### config.mk
export PLATFORM = sky130hd
export DESIGN_NAME = keypad_loader
export DESIGN_NICKNAME = d
export VERILOG_FILES = /design/src/rtl/keypad_loader_pkg.sv /design/src/rtl/keypad_loader_key_debounce.sv /design/src/rtl/keypad_loader.sv
export SDC_FILE = /design/constraint.sdc
export NUM_CORES = 1
export LEC_CHECK = 0
export ABC_AREA = 1
export BUFFER_PORTS_ARGS = -buffer_cell sky130_fd_sc_hd__buf_2
export CAP_MARGIN = 20
export CELL_PAD_IN_SITES_DETAIL_PLACEMENT = 0
export CELL_PAD_IN_SITES_GLOBAL_PLACEMENT = 1
export CORE_UTILIZATION = 46
export CTS_CLUSTER_SIZE = 16
export DETAILED_ROUTE_END_ITERATION = 8
export PLACE_DENSITY = 0.81
export REMOVE_ABC_BUFFERS = 1
export SETUP_SLACK_MARGIN = 0.5
export SLEW_MARGIN = 5
export SYNTH_ARGS = -nofsm -noshare
export SYNTH_HDL_FRONTEND = slang
export SYNTH_SLANG_ARGS = --single-unit
### constraint.sdc
create_clock -name clock -period 3.8 [get_ports clock]
set_input_delay 0 -clock clock [delete_from_list [all_inputs] [get_ports clock]]
set_output_delay 0 -clock clock [all_outputs]
set_load 0.05 [all_outputs]
### src/rtl/keypad_loader_pkg.sv
// Shared types for the microwave keypad loader: control states, BCD digit
// type and the encoder's "no key pressed" code.
package keypad_loader_pkg;

    typedef enum logic [2:0] {
        IDLE,
        ENTRY,
        COOK,
        PAUSE,
        DONE
    } state_t;

    typedef logic [3:0] bcd_t;

    localparam bcd_t NO_KEY = 4'hF;

endpackage

### src/rtl/keypad_loader_key_debounce.sv
// Two-flop synchronizer plus stability counter. A non-idle value that holds
// for DEBOUNCE_CYCLES cycles is accepted once; the idle value must then hold
// for DEBOUNCE_CYCLES cycles before the next accept is allowed.
module key_debounce
    import keypad_loader_pkg::*;
#(
    parameter int unsigned    W               = 1,
    parameter int unsigned    DEBOUNCE_CYCLES = 16,
    parameter logic [W-1:0]   IDLE_VALUE      = '0
) (
    input  logic         clock,
    input  logic         clrn,
    input  logic [W-1:0] raw,
    output logic [W-1:0] value,
    output logic         accept
);

    localparam int unsigned CW = $clog2(DEBOUNCE_CYCLES + 1);

    logic [W-1:0]  sync1;
    logic [W-1:0]  sync2;
    logic [W-1:0]  prev;
    logic [CW-1:0] cnt;
    logic          armed;
    logic          stable;

    // cnt = number of consecutive cycles sync2 has matched prev (saturating)
    assign stable = (cnt == CW'(DEBOUNCE_CYCLES));

    always_ff @(posedge clock) begin
        if (!clrn) begin
            sync1  <= IDLE_VALUE;
            sync2  <= IDLE_VALUE;
            prev   <= IDLE_VALUE;
            cnt    <= '0;
            armed  <= 1'b0;
            value  <= IDLE_VALUE;
            accept <= 1'b0;
        end else begin
            sync1  <= raw;
            sync2  <= sync1;
            accept <= 1'b0;

            if (sync2 != prev) begin
                prev <= sync2;
                cnt  <= CW'(1);
            end else if (!stable) begin
                cnt <= cnt + CW'(1);
            end

            if (stable) begin
                if (prev == IDLE_VALUE) begin
                    armed <= 1'b1;
                    value <= IDLE_VALUE;
                end else if (armed) begin
                    armed  <= 1'b0;
                    accept <= 1'b1;
                    value  <= prev;
                end
            end
        end
    end

endmodule

### src/rtl/keypad_loader.sv
// Keypad front end for the BCD countdown timer: encodes and debounces digits,
// shifts them into the timer, and runs the cook control flow and 1 s tick.
module keypad_loader
    import keypad_loader_pkg::*;
#(
    parameter int unsigned DEBOUNCE_CYCLES = 16,
    parameter int unsigned TICK_DIV        = 1000,
    parameter int unsigned MAX_DIGITS      = 3
) (
    input  logic       clock,
    input  logic       clrn,
    input  logic [9:0] keys,
    input  logic       start_n,
    input  logic       stop_n,
    input  logic       door_closed,
    input  logic       timer_zero,
    output logic [3:0] data,
    output logic       loadn,
    output logic       timer_clrn,
    output logic       en,
    output logic       cooking,
    output logic       done
);

    localparam int unsigned PW  = $clog2(TICK_DIV);
    localparam int unsigned CNW = $clog2(MAX_DIGITS + 1);

    state_t         state, state_n;
    bcd_t           data_n;
    logic           loadn_n, timer_clrn_n, en_n;
    logic [CNW-1:0] count, count_n;
    logic [PW-1:0]  presc, presc_n;
    logic           clear;

    bcd_t           key_code;
    bcd_t           key_value;
    logic           key_evt, start_evt, stop_evt;
    logic [1:0]     unused_levels;
    logic           door_q1, door_q2;

    always_comb begin
        key_code = NO_KEY;
        for (int unsigned i = 0; i < 10; i++) begin
            if (keys[i] && key_code == NO_KEY) key_code = bcd_t'(i);
        end
    end

    key_debounce #(
        .W               (4),
        .DEBOUNCE_CYCLES (DEBOUNCE_CYCLES),
        .IDLE_VALUE      (NO_KEY)
    ) u_key_db (
        .clock  (clock),
        .clrn   (clrn),
        .raw    (key_code),
        .value  (key_value),
        .accept (key_evt)
    );

    key_debounce #(
        .W               (1),
        .DEBOUNCE_CYCLES (DEBOUNCE_CYCLES),
        .IDLE_VALUE      (1'b1)
    ) u_start_db (
        .clock  (clock),
        .clrn   (clrn),
        .raw    (start_n),
        .value  (unused_levels[0]),
        .accept (start_evt)
    );

    key_debounce #(
        .W               (1),
        .DEBOUNCE_CYCLES (DEBOUNCE_CYCLES),
        .IDLE_VALUE      (1'b1)
    ) u_stop_db (
        .clock  (clock),
        .clrn   (clrn),
        .raw    (stop_n),
        .value  (unused_levels[1]),
        .accept (stop_evt)
    );

    always_comb begin
        state_n      = state;
        data_n       = data;
        loadn_n      = 1'b1;
        timer_clrn_n = 1'b1;
        en_n         = 1'b0;
        count_n      = count;
        presc_n      = presc;
        clear        = 1'b0;

        unique case (state)
            IDLE, ENTRY: begin
                if (stop_evt) begin
                    clear = 1'b1;
                end else if (state == ENTRY && start_evt && door_q2 && !timer_zero) begin
                    state_n = COOK;
                    presc_n = '0;
                end else if (key_evt) begin
                    state_n = ENTRY;
                    if (count < CNW'(MAX_DIGITS)) begin
                        data_n  = key_value;
                        loadn_n = 1'b0;
                        count_n = count + CNW'(1);
                    end
                end
            end
            COOK: begin
                // Pausing leaves presc untouched so a resume finishes the partial second
                if (stop_evt || !door_q2) begin
                    state_n = PAUSE;
                end else if (timer_zero) begin
                    state_n = DONE;
                end else if (presc == PW'(TICK_DIV - 1)) begin
                    presc_n = '0;
                    en_n    = 1'b1;
                end else begin
                    presc_n = presc + PW'(1);
                end
            end
            PAUSE: begin
                if (stop_evt) begin
                    clear = 1'b1;
                end else if (start_evt && door_q2) begin
                    state_n = COOK;
                end
            end
            DONE: begin
                if (key_evt || start_evt || stop_evt || !door_q2) clear = 1'b1;
            end
            default: state_n = IDLE;
        endcase

        if (clear) begin
            state_n      = IDLE;
            timer_clrn_n = 1'b0;
            count_n      = '0;
            data_n       = '0;
            presc_n      = '0;
        end
    end

    always_ff @(posedge clock) begin
        if (!clrn) begin
            state      <= IDLE;
            data       <= '0;
            loadn      <= 1'b1;
            timer_clrn <= 1'b0;
            en         <= 1'b0;
            count      <= '0;
            presc      <= '0;
            door_q1    <= 1'b0;
            door_q2    <= 1'b0;
        end else begin
            state      <= state_n;
            data       <= data_n;
            loadn      <= loadn_n;
            timer_clrn <= timer_clrn_n;
            en         <= en_n;
            count      <= count_n;
            presc      <= presc_n;
            door_q1    <= door_closed;
            door_q2    <= door_q1;
        end
    end

    assign cooking = (state == COOK);
    assign done    = (state == DONE);

endmodule

### Yosys cells after proc, flatten, opt, wreduce, memory -nomap -nowiden

Index checks and enable logic that the tools add are counted.

* reductions and logical operators: 38
* bitwise logic cells: 10
* $add $sub $neg: 5
* multiplexer cells: 44
* $lt $le $gt $ge: 1
* equal/unequal tests: 32

Operator list (count)
* 10-bit two-way mux: 5
* 4-bit two-way mux: 11
* 4-bit equality test (second input constant): 10
* 3-bit two-way mux: 8
* 10-bit case mux with 2 select lines: 1
* 2-bit != test (second input constant): 9
* 1-bit two-way mux: 17
* 5-bit by 1-bit adder with 5-bit output (second input constant): 3
* 5-bit equality test (second input constant): 3
* 1-bit logical AND: 13
* 3-bit case mux with 4 select lines: 1
* 2-bit OR reduction: 6
* 3-bit OR reduction: 4
* 10-bit by 1-bit adder with 10-bit output (second input constant): 1
* 10-bit equality test (second input constant): 1
* 1-bit inverter: 10
* 5-bit AND reduction: 2
* 3-bit by 2-bit equality test with 1-bit output (second input constant): 2
* 3-bit by 2-bit != test with 1-bit output (second input constant): 2
* 6-bit AND reduction: 1
* 5-bit OR reduction: 1
* 1-bit logical OR: 4
* 4-bit != test: 1
* 2-bit nonzero test: 2
* 10 further kinds: 12

* bits of input ports: 16
* output and inout bits: 9
* bits in registers: 67

### Logic depth before layout (Yosys ltp)

* depth in word-level cells: 28
* gate-level depth with buffers: 10
* mapped depth without buffers: 10

### Cells and area by module

From an unflattened synthesis, not the netlist that was laid out.

* cells, all modules: 440
* area total of the unflattened synthesis: 3286.9 µm²

Modules (own cells, without submodules)
* keypad_loader: cells each 227, area each 1426.4 µm², times used 1
* key_debounce (u_key_db): cells each 115, area each 952.2 µm², times used 1
* key_debounce (u_start_db ...): cells each 49, area each 454.2 µm², times used 2

### Worst setup path before layout

OpenSTA, ideal clock, no wires.

* path kind: register -> register
* start point: reg state[2]
* end point: reg count[0]
* buffers on the path: 1
* stages on the path, launching flop included: 7
* path slack: 1.389 ns
* data arrival time: 2.294 ns
* clock period less this slack: 2.411 ns
* cells stage by stage: dfxtp_1 -> inv_1 -> nor3_1 -> o21ai_0 -> nand3_1 -> buf_2 -> nor2_1

RTL lines
* from (decl): RTL line keypad_loader.sv:28 `state_t state, state_n;`
* from (signal assigned): RTL line keypad_loader.sv:157 `state <= state_n;`
* 3-bit equality test
* via done: RTL line keypad_loader.sv:22 `output logic done`
* 1-bit case mux with 2 select lines: RTL line keypad_loader.sv:94 `unique case (state)`
* 2-bit OR reduction (no line)
* to (signal assigned): RTL line keypad_loader.sv:162 `count <= count_n;`
* to (decl): RTL line keypad_loader.sv:31 `logic [CNW-1:0] count, count_n;`

The timed path passes the listed nets, and every way through them passes these cells.
A chain may end at the register's enable or synchronous reset.

### Worst setup path in the final report

* start point: reg u_start_db.accept
* end point: reg presc[4]

* longest elaborated chain between the ends: 6

RTL lines
* from (decl): RTL line keypad_loader_key_debounce.sv:15 `output logic accept`
* from (signal assigned): RTL line keypad_loader_key_debounce.sv:38 `accept <= 1'b0;`
* from (signal assigned): RTL line keypad_loader_key_debounce.sv:42 `accept <= 1'b0;`
* from (signal assigned): RTL line keypad_loader_key_debounce.sv:57 `accept <= 1'b1;`
* 1-bit logical OR (3 in series): RTL line keypad_loader.sv:131 `if (key_evt || start_evt || stop_evt || !door_q2) clear = 1'b1;`
* 1-bit two-way mux: RTL line keypad_loader.sv:131
* 1-bit case mux with 2 select lines: RTL line keypad_loader.sv:94
* 2-bit OR reduction (no line)
* to (signal assigned): RTL line keypad_loader.sv:163 `presc <= presc_n;`
* to (decl): RTL line keypad_loader.sv:32 `logic [PW-1:0] presc, presc_n;`

Several ways; a longest one is shown, not always the timed one.

==> metrics <==
outcome=completed; Starting DRT DRC Count=87; port bufs=24; post-synthesis sequential area ratio=0.457; Pleak=1.50 nW; Max VDD drop=0.000278 V; CTS tree=built; CP required=4070 ps; setup_tns=0 ps; Net Switching=0.308 mW; largest net degree at the start of global routing=21; clk sink count=67; most common cell after layout, fill and taps aside=nand2_1; WP data arrival=2080 ps; worst slew pin tran=583 ps; Critical-path top delay cell=nand3_1; post-synth top area cell=dfxtp_1; Max Clock Skew=slightly below 6 ps; Clock Latency Late Sink=330 ps; final worst path period need=1810 ps; Hold Path End=u_key_db.sync1[0]; Met1 Routed Length=2.66 mm; post-CTS sizing=0; CORE AREA=6030 um2; Core Rows=28; vias in the first global route=2236; GRT Resource Usage Total=0.187; most frequent cells in the layout=nand2_1, dfxtp_1, inv_1; Avg WL per Cell=around 11 um; Sw Share=0.210; ranking of synthesized cells by area=dfxtp_1, nand2_1, inv_1; combinational fraction of design power=0.049; first drt pass iteration count=4; htree depth=3; hold_ws=around 18 ps; CP cell instances=or2_2 > o21ai_0 > nand3_1 > a21oi_1 > nand2_1 > nor2_1; Hold Crit Start=keys[9]; Crit Path Class=flop to flop; root buffer cell=clkbuf_8; first-pass GRT wire length=between 9 and 10 mm; chip width=between 80 and 90 um; Layout area overhead=15.9%; Setup violations, final=0; fin nets=between 400 and 500; Routed WL=approximately 5.5 mm; WL met2=2.56 mm; Post-CTS Setup Bufs=0; Synth Warn #=0; crit-path max FO=15; Antenna diodes=0; Die Ht=81.9 um; Clk pwr share=0.452; ratio of cells with drive above 1 in the final layout=0.133; initial core utilization=0.487; Hold WC Path Type=input port to flop; CTS buffer count=9; Yosys reg bits=67; Tcrit/Tclk final=0.476; initial antenna violation count=0; Post-CTS Hold Buffers=6; Top Layer Used=met4; RSZ-0062 raised after global routing=false; RR Endpoint=presc[4]; worst hold path depth=3; die area=6700 um2; Slew headroom=0.608; Clock Pin Slew Worst Setup and Hold Paths=70 ps; DRC Markers=0; Max Root-Sink Buffers=2; vias per std cell=4.85; Distinct cells, synth=24; pwr dens=431 nW/um2; final hold viol count=0; FMAX=553 MHz; IO Count=25; Max Slew Vio Count=0; crit path launch type=flop; gp weighted congestion=roughly 0.84; WL met3=140 um; R2R cell count=6; Mapped Area=2940 um2; Max-Cap Viols=0; flop2flop setup slack=around 2000 ps; CP Capture Type=flop; hpwl dp=3.89 mm; cell count after synthesis=396; top-area cell type share of the netlist area=0.457; Internal Power=between 1 and 1.5 mW; via count=2477; Critical Path Max Stage Delay=about 430 ps; antenna-violating nets left=0; power share of the sequential group=0.499; Avg Inst Size Synth=7.41 um2; total congestion overflow=0; reg-to-reg startpoint=u_start_db.accept
## power by group through the flow
stage / clock network [mW] / logic (mW) / registers [mW]
6_report: 0.662 / 0.0724 / 0.731
5_1_grt: 0.709 / 0.0847 / 0.733
4_1_cts: 0.682 / 0.0732 / 0.731
3_5_place_dp: 0 / 0.0678 / 0.747
3_3_place_gp: 0 / 0.0667 / 0.747
2_1_floorplan: 0 / 0.0449 / 0.747
## kinds of logic after synthesis
kind of cell,after synthesis,synth area share
AND/OR/NAND/NOR,202,0.304
flip-flops,67,0.457
buffers and inverters,63,0.0844
AO/OA/AOI/OAI,41,0.0759
XOR/XNOR,15,0.0448
adder cells (fa/ha/maj),8,0.0341
## area by class of cell
type	count	area, um2
clock buffers	12	155
clock inverters	4	72.6
fillers	607	2620
inverters	57	214
multi-input cells	266	1350
flip-flops and latches	67	1340
well taps	75	93.8
repair buffers	30	180
## cells in the mapped netlist, drive strengths merged
| cell | number |
|---|---|
| buf | 2 |
| ha | 8 |
| nor4 | 2 |
| a211oi | 2 |
| clkbuf | 4 |
| xor2 | 10 |
| nand4 | 10 |
| o211ai | 4 |
| a31oi | 1 |
| o22ai | 1 |
| o21ai | 4 |
| nand3 | 25 |
| nand3b | 3 |
| inv | 57 |
| dfxtp | 67 |
| nor2 | 43 |
| a21oi | 29 |
| nand2 | 90 |
| nor3 | 11 |
| xnor2 | 5 |
| or2 | 18 |
## state kept, by name, indices dropped and copies added, names as in the netlist, 2 cells and up
name	flops
u_key_db.sync2	4
u_key_db.cnt	5
state	3
data	4
u_start_db.cnt	5
u_key_db.prev	4
u_key_db.sync1	4
u_stop_db.cnt	5
u_key_db.value	4
count	2
presc	10
## layer usage
| metal | up-vias | global-route usage |
|---|---|---|
| li1 | 1322 | - |
| met1 | 1117 | 0.218 |
| met2 | 28 | 0.316 |
| met3 | 10 | 0.0444 |
| met4 | 0 | 0.0947 |
| met5 | - | 0 |
## worst max path at each step
stage	endpoint	startpoint	depth (start not counted)	slack, ps
3_3_place_gp	presc[4]	u_start_db.accept	6	2030
2_1_floorplan	presc[5]	state[2]	7	1260
5_1_grt	presc[4]	u_start_db.accept	6	1810
6_report	presc[4]	u_start_db.accept	6	1990
3_5_place_dp	presc[3]	u_start_db.accept	6	1970
4_1_cts	presc[3]	u_start_db.accept	6	1970
## metrics by stage
stage	util	power, mW	cells	worst slack, ps	area (um2)
floorplan	-	0.791	390	1260	2900
global placement	0.517	0.814	489	2030	3120
detailed placement	0.517	0.815	489	1970	3120
CTS	0.565	1.49	511	1970	3400
global route	0.565	1.53	511	1810	3400
finish	0.565	1.47	511	1990	3400
## worst max-delay path: cells and delay by family, from the launching register on
| family | cells | cell delay, ps |
|---|---|---|
| AO/OA/AOI/OAI | 2 | 560 |
| flip-flops | 1 | 310 |
| AND/OR/NAND/NOR | 4 | 880 |
Note: power is estimated with default switching activity, not from simulation.
